[config.mk]
export PLATFORM = sky130hd
export DESIGN_NAME = irq_trap_seq
export DESIGN_NICKNAME = d
export VERILOG_FILES = /design/src/rtl/irq_trap_seq_pkg.sv /design/src/rtl/irq_vec_calc.sv /design/src/rtl/irq_trap_seq.sv
export SDC_FILE = /design/constraint.sdc
export NUM_CORES = 1
export LEC_CHECK = 0
export CAP_MARGIN = 20
export CELL_PAD_IN_SITES_DETAIL_PLACEMENT = 1
export CELL_PAD_IN_SITES_GLOBAL_PLACEMENT = 1
export CORE_MARGIN = 3
export CORE_UTILIZATION = 31
export CTS_BUF_LIST = sky130_fd_sc_hd__clkbuf_4 sky130_fd_sc_hd__clkbuf_8
export CTS_CLUSTER_DIAMETER = 120
export DETAILED_ROUTE_END_ITERATION = 6
export HOLD_SLACK_MARGIN = 0.05
export PLACE_DENSITY = 0.9
export SLEW_MARGIN = 20
export SYNTH_ARGS = -nofsm -noshare
export SYNTH_HDL_FRONTEND = slang
export SYNTH_SLANG_ARGS = --single-unit
export TNS_END_PERCENT = 20
[constraint.sdc]
create_clock -name clk -period 3.1 [get_ports clk]
set_input_delay 0.465 -clock clk [delete_from_list [all_inputs] [get_ports clk]]
set_output_delay 0.465 -clock clk [all_outputs]
set_load 0.005 [all_outputs]
[src/rtl/irq_trap_seq_pkg.sv]
// irq_trap_seq_pkg: shared types and constants for the interrupt/WFI sequencer.
//   XLEN_DEF    - default data/address width
//   state_t     - sequencer state encoding
//   WAKE_CNT_W  - width of the post-sleep settle counter
//   is_vectored - decodes the mtvec mode field
package irq_trap_seq_pkg;

  localparam int unsigned XLEN_DEF   = 32;
  localparam int unsigned WAKE_CNT_W = 4;

  typedef enum logic [2:0] {
    ST_IDLE  = 3'd0,
    ST_ARB   = 3'd1,
    ST_FLUSH = 3'd2,
    ST_TRAP  = 3'd3,
    ST_SLEEP = 3'd4,
    ST_WAKE  = 3'd5
  } state_t;

  function automatic logic is_vectored(input logic [1:0] mode);
    return (mode == 2'b01);
  endfunction

endpackage

[src/rtl/irq_vec_calc.sv]
// irq_vec_calc: combinational trap redirect target.
//   mtvec    in  XLEN  current mtvec CSR
//   cause_lo in  4     low bits of the latched mcause
//   trap_pc  out XLEN  base (direct) or base + 4*cause (vectored)
module irq_vec_calc
  import irq_trap_seq_pkg::*;
#(
  parameter int unsigned XLEN    = XLEN_DEF,
  parameter bit          VECT_EN = 1'b1
) (
  input  logic [XLEN-1:0] mtvec,
  input  logic [3:0]      cause_lo,
  output logic [XLEN-1:0] trap_pc
);

  logic [XLEN-1:0] base;
  logic [XLEN-1:0] offset;

  always_comb begin
    base        = {mtvec[XLEN-1:2], 2'b00};
    offset      = '0;
    offset[5:0] = {cause_lo, 2'b00};
    // Sum wraps modulo 2^XLEN.
    trap_pc     = (VECT_EN && is_vectored(mtvec[1:0])) ? (base + offset) : base;
  end

endmodule

[src/rtl/irq_trap_seq.sv]
// irq_trap_seq: machine-mode interrupt entry and WFI sleep/wake sequencer.
//   clk, rst                     clock, async active-high reset
//   dbg_mode                     core in debug mode (blocks entry, forces wake)
//   irq_req / wfi_irq_req        masked / MIE-ignoring interrupt pending
//   irq_cause                    mcause for the pending interrupt
//   cmt_vld/cmt_pc/cmt_is_jump/cmt_is_wfi  commit stage view
//   excp_busy                    synchronous exception in progress
//   flush_ack, mtvec             flush handshake, trap vector CSR
//   wfi_flag_r, sleep_req        WFI status and clock-gate request
//   irq_busy, flush_req          fetch/issue stall, flush request
//   trap_vld/trap_mepc/trap_mcause/trap_pc  one-cycle trap commit
module irq_trap_seq
  import irq_trap_seq_pkg::*;
#(
  parameter int unsigned XLEN        = XLEN_DEF,
  parameter int unsigned VECT_EN     = 1,
  parameter int unsigned WAKE_CYCLES = 2
) (
  input  logic            clk,
  input  logic            rst,
  input  logic            dbg_mode,
  input  logic            irq_req,
  input  logic            wfi_irq_req,
  input  logic [XLEN-1:0] irq_cause,
  input  logic            cmt_vld,
  input  logic [XLEN-1:0] cmt_pc,
  input  logic            cmt_is_jump,
  input  logic            cmt_is_wfi,
  input  logic            excp_busy,
  input  logic            flush_ack,
  input  logic [XLEN-1:0] mtvec,
  output logic            wfi_flag_r,
  output logic            sleep_req,
  output logic            irq_busy,
  output logic            flush_req,
  output logic            trap_vld,
  output logic [XLEN-1:0] trap_mepc,
  output logic [XLEN-1:0] trap_mcause,
  output logic [XLEN-1:0] trap_pc
);

  localparam logic [WAKE_CNT_W-1:0] WAKE_INIT = WAKE_CNT_W'(WAKE_CYCLES);

  state_t                state;
  state_t                state_nxt;
  logic [WAKE_CNT_W-1:0] wake_cnt;
  logic                  latch_en;
  logic                  wake_load;

  always_comb begin
    state_nxt = state;
    latch_en  = 1'b0;
    wake_load = 1'b0;
    unique case (state)
      ST_IDLE: begin
        if (!excp_busy) begin
          if (irq_req && !dbg_mode)                     state_nxt = ST_ARB;
          else if (cmt_vld && cmt_is_wfi && !dbg_mode)  state_nxt = ST_SLEEP;
        end
      end
      ST_ARB: begin
        if (!irq_req || dbg_mode) begin
          state_nxt = ST_IDLE;
        end else if (cmt_vld && !cmt_is_jump && !excp_busy) begin
          latch_en  = 1'b1;
          state_nxt = ST_FLUSH;
        end
      end
      ST_FLUSH: if (flush_ack) state_nxt = ST_TRAP;
      ST_TRAP:  state_nxt = ST_IDLE;
      ST_SLEEP: begin
        if (wfi_irq_req || dbg_mode) begin
          wake_load = 1'b1;
          state_nxt = ST_WAKE;
        end
      end
      ST_WAKE: begin
        if (wake_cnt == WAKE_CNT_W'(1))
          state_nxt = (irq_req && !dbg_mode) ? ST_ARB : ST_IDLE;
      end
      default: state_nxt = ST_IDLE;
    endcase
  end

  // Status outputs are registered from the next state so they line up
  // with the state they describe.
  always_ff @(posedge clk or posedge rst) begin
    if (rst) begin
      state       <= ST_IDLE;
      wake_cnt    <= '0;
      trap_mepc   <= '0;
      trap_mcause <= '0;
      irq_busy    <= 1'b0;
      sleep_req   <= 1'b0;
      wfi_flag_r  <= 1'b0;
    end else begin
      state <= state_nxt;
      if (latch_en) begin
        trap_mepc   <= cmt_pc;
        trap_mcause <= irq_cause;
      end
      if (wake_load)
        wake_cnt <= WAKE_INIT;
      else if (state == ST_WAKE && wake_cnt != '0)
        wake_cnt <= wake_cnt - WAKE_CNT_W'(1);
      irq_busy   <= (state_nxt != ST_IDLE);
      sleep_req  <= (state_nxt == ST_SLEEP);
      wfi_flag_r <= (state_nxt == ST_SLEEP) || (state_nxt == ST_WAKE);
    end
  end

  assign flush_req = (state == ST_FLUSH);
  assign trap_vld  = (state == ST_TRAP);

  irq_vec_calc #(
    .XLEN    (XLEN),
    .VECT_EN (VECT_EN != 0)
  ) u_vec_calc (
    .mtvec    (mtvec),
    .cause_lo (trap_mcause[3:0]),
    .trap_pc  (trap_pc)
  );

endmodule

==> results of run 1 <==
## power by group through the flow
stage	clock [mW]	sequential [mW]	combinational, mW
3_5_place_dp	0	1.53	1.67
5_1_grt	0.932	1.57	1.79
2_1_floorplan	0	1.51	0.644
6_report	0.867	1.52	1.67
4_1_cts	0.894	1.53	1.69
3_3_place_gp	0	1.50	1.59
## metrics by stage
stage	cell area (um2)	utilization	power [mW]
5_1_grt	6460	0.531	4.29
2_1_floorplan	3920	-	2.15
3_5_place_dp	6220	0.511	3.19
6_report	6460	0.531	4.06
3_3_place_gp	6220	0.511	3.09
4_1_cts	6450	0.530	4.11
## final timing paths
path | startpoint | endpoint
max in group asynchronous | rst | trap_mcause[23]
min reg2reg | trap_mepc[31] | trap_mepc[31]
max | mtvec[5] | trap_pc[20]
min | trap_mepc[31] | trap_mepc[31]
min in group asynchronous | rst | trap_mepc[0]
max reg2reg | state[2] | trap_mepc[22]
## sequential cells by signal, indices dropped and copies added, names as in the netlist
| signal | count |
|---|---|
| trap_mepc | 32 |
| wake_cnt | 4 |
| state | 3 |
| irq_busy | 1 |
| trap_mcause | 32 |
| sleep_req | 1 |
| wfi_flag_r | 1 |
## worst register-to-register path, cell delays in order, from the launching register on
cell      delay, ps
dfrtp_1         470
or3_1           430
nand2b_4        300
buf_12          290
mux2_4          390
## kinds of logic after synthesis
logic type | share of synthesized area
fa+ha+maj | 0.0243
flops | 0.473
compound gates | 0.0278
xor+xnor | 0.0694
simple gates | 0.132
other cells | 0.000959
buf+inv | 0.0339
mux | 0.238
## layer usage
metal,track usage,share of wire
met5,0,0
met4,0.0476,0.011
met3,0.0699,0.092
met2,0.355,0.53
met1,0.199,0.37
## repair_timing
item	CTS	global route
setup endpoints to repair	26	13
buffers inserted	1	0
hold buffers	0	0
gates resized for setup	23	4
pin swaps	4	2
## layout by cell type, fill, tap and decap left out, types with 5 or more instances in the layout
| cell | instances |
|---|---|
| clkdlybuf4s50_1 | 184 |
| dfrtp_1 | 74 |
| mux2_4 | 50 |
| xnor2_1 | 18 |
| nand2_1 | 18 |
| buf_4 | 18 |
| mux2_2 | 16 |
| dlygate4sd2_1 | 16 |
| nor2_1 | 15 |
| xor2_1 | 13 |
| clkbuf_8 | 11 |
| inv_1 | 8 |
| nand3_1 | 8 |
| o21ai_0 | 5 |
| nor3_2 | 5 |
| ha_1 | 5 |
## layout make-up
class | count | area share
Timing Repair Buffer | 223 | 0.338
Clock inverter | 2 | 0.00930
Tap cell | 168 | 0.0326
Clock buffer | 13 | 0.0258
Multi-Input combinational cell | 199 | 0.302
Inverter | 9 | 0.00523
Sequential cell | 74 | 0.287
==> run_results.csv, run 1 <==
group,metric,value,unit
timing,setup_ws,-180,ps
timing,finalSetupTns,-322,ps
cts,clk_latency,340,ps
cts,cts_sinks,74,
setup_path,slowest_stage,"clkdlybuf4s50_1",
timing,fin_skew,6.18,ps
setup_path,path_depth,8,
placed_design,io_buffers,204,
yosys,ys_seq_elements,74,
yosys,postSynthAreaPerCell,13.4,um2
timing,maxSlewViolCount,0,
timing,fin_crit_sh,1.06,
setup_path,rr_worst_depth,4,
floorplan,rows,40,
pwr,power.share.combinational,0.411,
pwr,powerDensity,629,nW/um2
floorplan,ios,207,
worst_hold_path,hold_class,"reg2reg",
setup_path,worst-setup-path-type,"in2out",
placed_design,routabilityCongestion,0.817,
cts,htreeDepth,3,
cts,numCtsBuffers,9,
pwr,switching_share,0.281,
global_routing,grt_pass1_vias,3780,
setup_path,slowest_delay,520,ps
pwr,p_int,2.92,mW
timing,relSlewSlack,0.373,
placed_design,place_hpwl,10.3,mm
cells_and_area,fin_cells,688,
status,status,"finished, violations left",
floorplan,dieArea,14000,um2
setup_path,critPathLaunchType,"primary input",
timing,hold_slack,511,ps
pwr,vdd_ir_drop_max,357,uV
pwr,p_clk_frac,0.213,
yosys,synth-edff-count,0,
routing,wl_per_cell,19.1,um
yosys,async_flop_share,1.00,
pwr,power_switching,1.14,mW
yosys,syn-instance-count,291,
timing,setup-violations-final,4,
cells_and_area,num_antenna_cells,0,
cells_and_area,drive_above_1_share,0.233,
global_routing,grt_overflow,0,
routing,viasPerCell,4.61,
yosys,synth_common_cells,"dfrtp_1, mux2_4, nand2_1, xnor2_1, mux2_2",
setup_path,path_max_fanout,5,
yosys,synth_top_area_frac,0.473,
setup_path,cp.arrival,2820,ps
yosys,synth_top_flop_cell,"dfrtp_1",
setup_path,end_kind,"output port",
yosys,yosysSeqAreaShare,0.473,
cells_and_area,area_growth,65.1,%
cells_and_area,register_area,1850,um2
pwr,power_leakage,3.04,nW
floorplan,initial_utilization,0.322,
yosys,ys.warnings.count,0,
routing,drcViolationCount,0,
global_routing,antenna_found_initial,0,
yosys,yosysTopAreaCell,"dfrtp_1",
pwr,seq_power_share,0.375,
yosys,synth.most_common_cell,"dfrtp_1",
routing,wirelength,13.1,mm
timing,fmax,305,MHz
global_routing,grt_use_total,0.190,
floorplan,die_h,118,um
setup_path,r2r_slack,1110,ps
global_routing,grt_pass1_wl,21.0,mm
flow_run,maxCapViolCount,0,
setup_path,critPathRequiredTime,2630,ps
yosys,synth_area_leaders,"dfrtp_1, mux2_4, mux2_2, xnor2_1, xor2_1",
setup_path,cp_num_buf_inv,2,
status,violations,"negative setup slack",
cts,cts_tree,"yes",
cells_and_area,fill_cells,1272,
floorplan,coreArea,12200,um2
timing,finalHoldViolCount,0,
yosys,syn_area,3910,um2
cells_and_area,finalNetCount,629,
cells_and_area,multiInputGateArea,1950,um2
routing,num_vias,3174,
global_routing,grt_max_degree,75,
routing,first_iter_violations,74,
timing,rsz0062_at_grt,"true",
cts,cts_root_buf,"clkbuf_8",
timing,fin_crit,3280,ps
worst_hold_path,hold_depth,1,
setup_path,path_delay_family,"buffers and inverters",
placed_design,numPlacedInstances,672,
routing,antenna_left,0,
timing,worst_slew_pin_slew,940,ps
floorplan,die_w,118,um
cts,cts.path.max_buffers,2,
cts,cts.clk_slew.worst_paths,70,ps
routing,drt-pass1-iter-count,4,
yosys,ys_types,43,
setup_path,crit_top_cell,"clkdlybuf4s50_1",
setup_path,crit_chain,"clkdlybuf4s50_1, ha_1, nor2_1, nor4_4, nand2_4, nor3_2, xor2_1, clkdlybuf4s50_1",
placed_design,place_ws,-386,ps
Power figures use the tool's default switching activity.
==> run 2: changes to the inputs <==
Settings changed: CORE_UTILIZATION 31 to 30, CTS_BUF_LIST sky130_fd_sc_hd__clkbuf_4 sky130_fd_sc_hd__clkbuf_8 to sky130_fd_sc_hd__clkbuf_16, PLACE_DENSITY 0.9 to 0.88.
==> run 2 against run 1 <==
The run still ends with negative setup slack left. Power up 8.0%. Worst setup slack improved by 160 ps. Register-to-register slack worse by 100 ps. Sequential power hardly changed. Cell area is 4.8% higher. Clock power up 36%. Hold slack got worse by 9.1 ps. Critical endpoint is now trap_pc[18].
==> run_results.csv, run 2 (synthesis gave the netlist of run 1 again) <==
group,metric,value,unit
status,status,"finished, violations left",
status,violations,"negative setup slack",
global_routing,grt_pass1_vias,3685,
setup_path,path_max_fanout,4,
global_routing,grt_max_degree,45,
cts,cts_tree,"yes",
routing,wl_per_cell,18.6,um
cells_and_area,finalNetCount,646,
routing,viasPerCell,4.62,
timing,worst_slew_pin_slew,712,ps
timing,fin_skew,7.69,ps
cts,cts.path.max_buffers,2,
placed_design,place_hpwl,10.4,mm
worst_hold_path,hold_class,"reg2reg",
cts,cts_root_buf,"clkbuf_16",
setup_path,cp.arrival,2660,ps
routing,first_iter_violations,60,
floorplan,die_h,120,um
floorplan,die_w,120,um
worst_hold_path,hold_depth,1,
timing,fin_crit,3120,ps
routing,antenna_left,0,
global_routing,grt_overflow,0,
timing,rsz0062_at_grt,"true",
routing,drt-pass1-iter-count,4,
setup_path,worst-setup-path-type,"in2out",
routing,num_vias,3278,
cells_and_area,final_common_cell,"clkdlybuf4s50_1",
cells_and_area,fin_cells,710,
setup_path,end_kind,"output port",
setup_path,critPathRequiredTime,2630,ps
placed_design,numPlacedInstances,686,
cells_and_area,reg_top3,"trap_mcause x32, trap_mepc x32, wake_cnt x4",
floorplan,dieArea,14400,um2
routing,drcViolationCount,0,
cells_and_area,mostFrequentLayoutCells,"clkdlybuf4s50_1, dfrtp_1, mux2_4",
cells_and_area,drive_above_1_share,0.268,
pwr,power_leakage,3.24,nW
timing,setup_ws,-21.9,ps
setup_path,critPathLaunchType,"primary input",
cts,cts_hold_buf,0,
cts,htreeDepth,3,
cts,cts.clk_slew.worst_paths,50,ps
cells_and_area,num_antenna_cells,0,
floorplan,initial_utilization,0.309,
global_routing,grt_use_total,0.179,
pwr,powerDensity,648,nW/um2
routing,wirelength,13.2,mm
floorplan,ios,207,
placed_design,place_ws,-368,ps
global_routing,grt_pass1_wl,20.3,mm
timing,fmax,320,MHz
global_routing,antenna_found_initial,0,
timing,maxSlewViolCount,0,
pwr,vdd_ir_drop_max,294,uV
setup_path,rr_worst_depth,4,
floorplan,coreArea,12700,um2
timing,relSlewSlack,0.525,
floorplan,rows,41,
cells_and_area,area_growth,73.0,%
timing,finalSetupTns,-30.0,ps
cts,cts_sinks,74,
timing,setup-violations-final,2,
cells_and_area,fill_cells,1334,
timing,finalHoldViolCount,0,
placed_design,routabilityCongestion,0.897,
flow_run,maxCapViolCount,0,
timing,fin_crit_sh,1.01,
placed_design,io_buffers,204,
cts,clk_latency,330,ps
cts,numCtsBuffers,9,
## run 2: cell count changes in the layout (fill, tap and decap cells not counted), moves of 2 or more
| cell | previous run | this run |
|---|---|---|
| buf_12 | 1 | 3 |
| buf_4 | 18 | 33 |
| clkbuf_16 | 0 | 9 |
| clkbuf_2 | 0 | 3 |
| clkbuf_4 | 2 | 0 |
| clkbuf_8 | 11 | 0 |
| clkdlybuf4s50_1 | 184 | 179 |
| clkinv_4 | 0 | 2 |
| dlygate4sd2_1 | 16 | 13 |
| dlymetal6s2s_1 | 2 | 6 |
| nor3_2 | 5 | 3 |
| nor3_4 | 0 | 2 |
## run 2: report_power, final
group          leakage, nW  total (mW)  internal, mW  switching, mW
logic                 2.09        1.69          1.14          0.548
registers            0.984        1.51          1.29          0.221
clock network        0.167        1.18         0.785          0.398
## run 2: repair_timing
item,CTS,global route
setup endpoints to repair,26,15
pin swaps,5,8
setup buffers,2,6
cloned,0,0
gates resized for setup,26,19
## run 2: stage by stage
step | hold WS [ps] | util | total power, mW | instance area (um2)
6_report | 501 | 0.534 | 4.39 | 6770
5_1_grt | 527 | 0.534 | 4.64 | 6770
4_1_cts | 505 | 0.529 | 4.44 | 6700
3_5_place_dp | 493 | 0.499 | 3.18 | 6320
3_3_place_gp | 487 | 0.499 | 3.10 | 6320
2_1_floorplan | 504 | - | 2.15 | 3920
## run 2: path summary, 6_finish.rpt
| path | start | slack (ps) | end |
|---|---|---|---|
| setup / recovery | mtvec[2] | -20 | trap_pc[18] |
| hold / removal | trap_mcause[30] | 500 | trap_mcause[30] |
| setup reg to reg | state[2] | 1010 | trap_mcause[23] |
| hold reg to reg | trap_mcause[30] | 500 | trap_mcause[30] |
| max in group asynchronous | rst | 1830 | trap_mepc[0] |
| min in group asynchronous | rst | 570 | trap_mcause[28] |
## run 2: final cells by class
cell class                 instances  area [um2]  area share
inverter                           9        33.8     0.00499
timing repair buffer             240        2330       0.345
tap                              172         215      0.0318
clock inverter                     7         119      0.0176
clock buffer                       9         225      0.0333
multi-input combinational        199        1990       0.294
sequential                        74        1850       0.274
## run 2: worst max-delay path, stage by stage
cell and delay, ps:
clkdlybuf4s50_1 490, ha_2 210, fa_2 230, a211oi_4 80, nor4_4 320, nand2_4 130
buf_4 170, nor2_1 130, xor2_1 180, dlygate4sd2_1 250
## run 2: layer usage
layer	wire length, um	up-vias	track usage
met1	4900	1613	0.189
met2	7030	152	0.336
met3	1010	22	0.0529
met4	295	0	0.0659
met5	0	-	0
li1	-	1491	-
==> run 3: changes to the inputs <==
Settings changed: CORE_MARGIN 3 to 2.
==> run 3 against run 2 <==
The run still ends with negative setup slack left. Critical path depth unchanged. Via count down 2.5%. Routed wire length down 3.4%. Cell area down 1.6%. Critical path type unchanged.
==> run_results.csv, run 3 (synthesis gave the netlist of run 1 again) <==
group,metric,value,unit
cts,cts_hold_buf,0,
cts,cts_tree,"yes",
timing,fmax,322,MHz
timing,fin_crit,3110,ps
global_routing,grt_pass1_vias,3711,
pwr,powerDensity,647,nW/um2
cells_and_area,fill_cells,1314,
cells_and_area,reg_top3,"trap_mcause x32, trap_mepc x32, wake_cnt x4",
floorplan,rows,41,
cts,htreeDepth,3,
cells_and_area,final_common_cell,"clkdlybuf4s50_1",
timing,setup-violations-final,2,
cells_and_area,final_util,0.526,
routing,first_iter_violations,105,
flow_run,maxCapViolCount,0,
setup_path,slowest_stage,"clkdlybuf4s50_1",
cells_and_area,mostFrequentLayoutCells,"clkdlybuf4s50_1, dfrtp_1, mux2_4",
global_routing,grt_max_degree,50,
routing,viasPerCell,4.57,
setup_path,end_kind,"output port",
global_routing,grt_pass1_wl,20.4,mm
timing,fin_crit_sh,1.00,
floorplan,dieArea,14000,um2
setup_path,slowest_delay,510,ps
cts,cts_root_buf,"clkbuf_16",
routing,antenna_left,0,
global_routing,grt_use_total,0.186,
setup_path,crit_chain,"clkdlybuf4s50_1, ha_2, buf_4, a211o_1, a21oi_4, nor3_4, buf_4, nand2_1, xnor2_1, clkdlybuf4s50_1",
cells_and_area,area_growth,70.3,%
placed_design,postPlaceCellArea,6220,um2
floorplan,initial_utilization,0.309,
placed_design,io_buffers,204,
timing,finalHoldViolCount,0,
pwr,power_leakage,3.17,nW
cts,clk_latency,330,ps
floorplan,die_w,118,um
cells_and_area,finalNetCount,636,
routing,wl_per_cell,18.3,um
timing,maxSlewViolCount,0,
setup_path,cp.arrival,2640,ps
cells_and_area,drive_above_1_share,0.269,
timing,hold_slack,463,ps
cts,numCtsBuffers,9,
pwr,vdd_ir_drop_max,360,uV
cts,cts.clk_slew.worst_paths,60,ps
cts,cts_sinks,74,
setup_path,worst-setup-path-type,"in2out",
routing,num_vias,3197,
placed_design,routabilityCongestion,0.884,
status,violations,"negative setup slack",
setup_path,r2r_slack,1110,ps
floorplan,ios,207,
timing,setup_ws,-8.67,ps
timing,rsz0062_at_grt,"true",
worst_hold_path,hold_class,"in2async",
global_routing,grt_overflow,0,
routing,drt-pass1-iter-count,4,
timing,fin_skew,8.33,ps
setup_path,critPathLaunchType,"primary input",
pwr,total_power,4.31,mW
placed_design,place_ws,-390,ps
cells_and_area,num_antenna_cells,0,
placed_design,place_hpwl,9.74,mm
cts,cts.path.max_buffers,2,
setup_path,path_max_fanout,5,
routing,drcViolationCount,0,
status,status,"finished, violations left",
global_routing,antenna_found_initial,0,
floorplan,coreArea,12700,um2
floorplan,die_h,118,um
routing,wirelength,12.8,mm
setup_path,critPathRequiredTime,2630,ps
setup_path,rr_worst_depth,4,
setup_path,r2r_end,"trap_mcause[12]",
setup_path,r2r-start,"state[2]",
cells_and_area,design_area,6660,um2
==> run 3: final cells by class <==
| cell class | instances | area (um2) | area share |
|---|---|---|---|
| clock inverter | 7 | 91.3 | 0.0137 |
| sequential | 74 | 1850 | 0.278 |
| tap | 172 | 215 | 0.0323 |
| multi-input combinational | 199 | 2030 | 0.305 |
| clock buffer | 9 | 225 | 0.0338 |
| timing repair buffer | 230 | 2210 | 0.332 |
| inverter | 9 | 33.8 | 0.00507 |
==> run 3: through the flow <==
step,TNS (ps),cells
floorplan,0,292
global placement,-4030,676
detailed placement,-5510,676
CTS,-260,693
global route,-536,700
finish,-10.7,700
==> run 3: metal layers <==
| layer | GRT usage | vias to the layer above | routed length [um] |
|---|---|---|---|
| li1 | - | 1468 | - |
| met1 | 0.207 | 1559 | 4910 |
| met2 | 0.332 | 150 | 6670 |
| met3 | 0.0608 | 20 | 942 |
| met4 | 0.0610 | 0 | 258 |
| met5 | 0 | - | 0 |
==> run 3: what timing repair did <==
action,in CTS,in global routing
pin swaps,6,7
hold endpoints to repair,0,0
gates resized for setup,26,36
buffers inserted,1,7
setup endpoints to repair,26,16
==> run 3: worst max path at each step <==
stage	start	slack [ps]	endpoint
6_report	mtvec[2]	-9	trap_pc[13]
5_1_grt	mtvec[2]	-150	trap_pc[12]
4_1_cts	mtvec[2]	-140	trap_pc[20]
3_5_place_dp	mtvec[2]	-390	trap_pc[22]
3_3_place_gp	mtvec[2]	-320	trap_pc[24]
2_1_floorplan	mtvec[2]	710	trap_pc[24]
==> run 3: power by group <==
part	leakage [nW]	switching (mW)	internal, mW
Combinational	2.04	0.552	1.13
Clock	0.147	0.412	0.702
Sequential	0.984	0.223	1.29
==> run 3: critical path, delay by kind of cell <==
kind,cells,cell delay (ps)
AO/OA/AOI/OAI,2,500
XOR/XNOR,1,110
adder cells (fa/ha/maj),1,210
buffers and inverters,4,1210
AND/OR/NAND/NOR,2,150
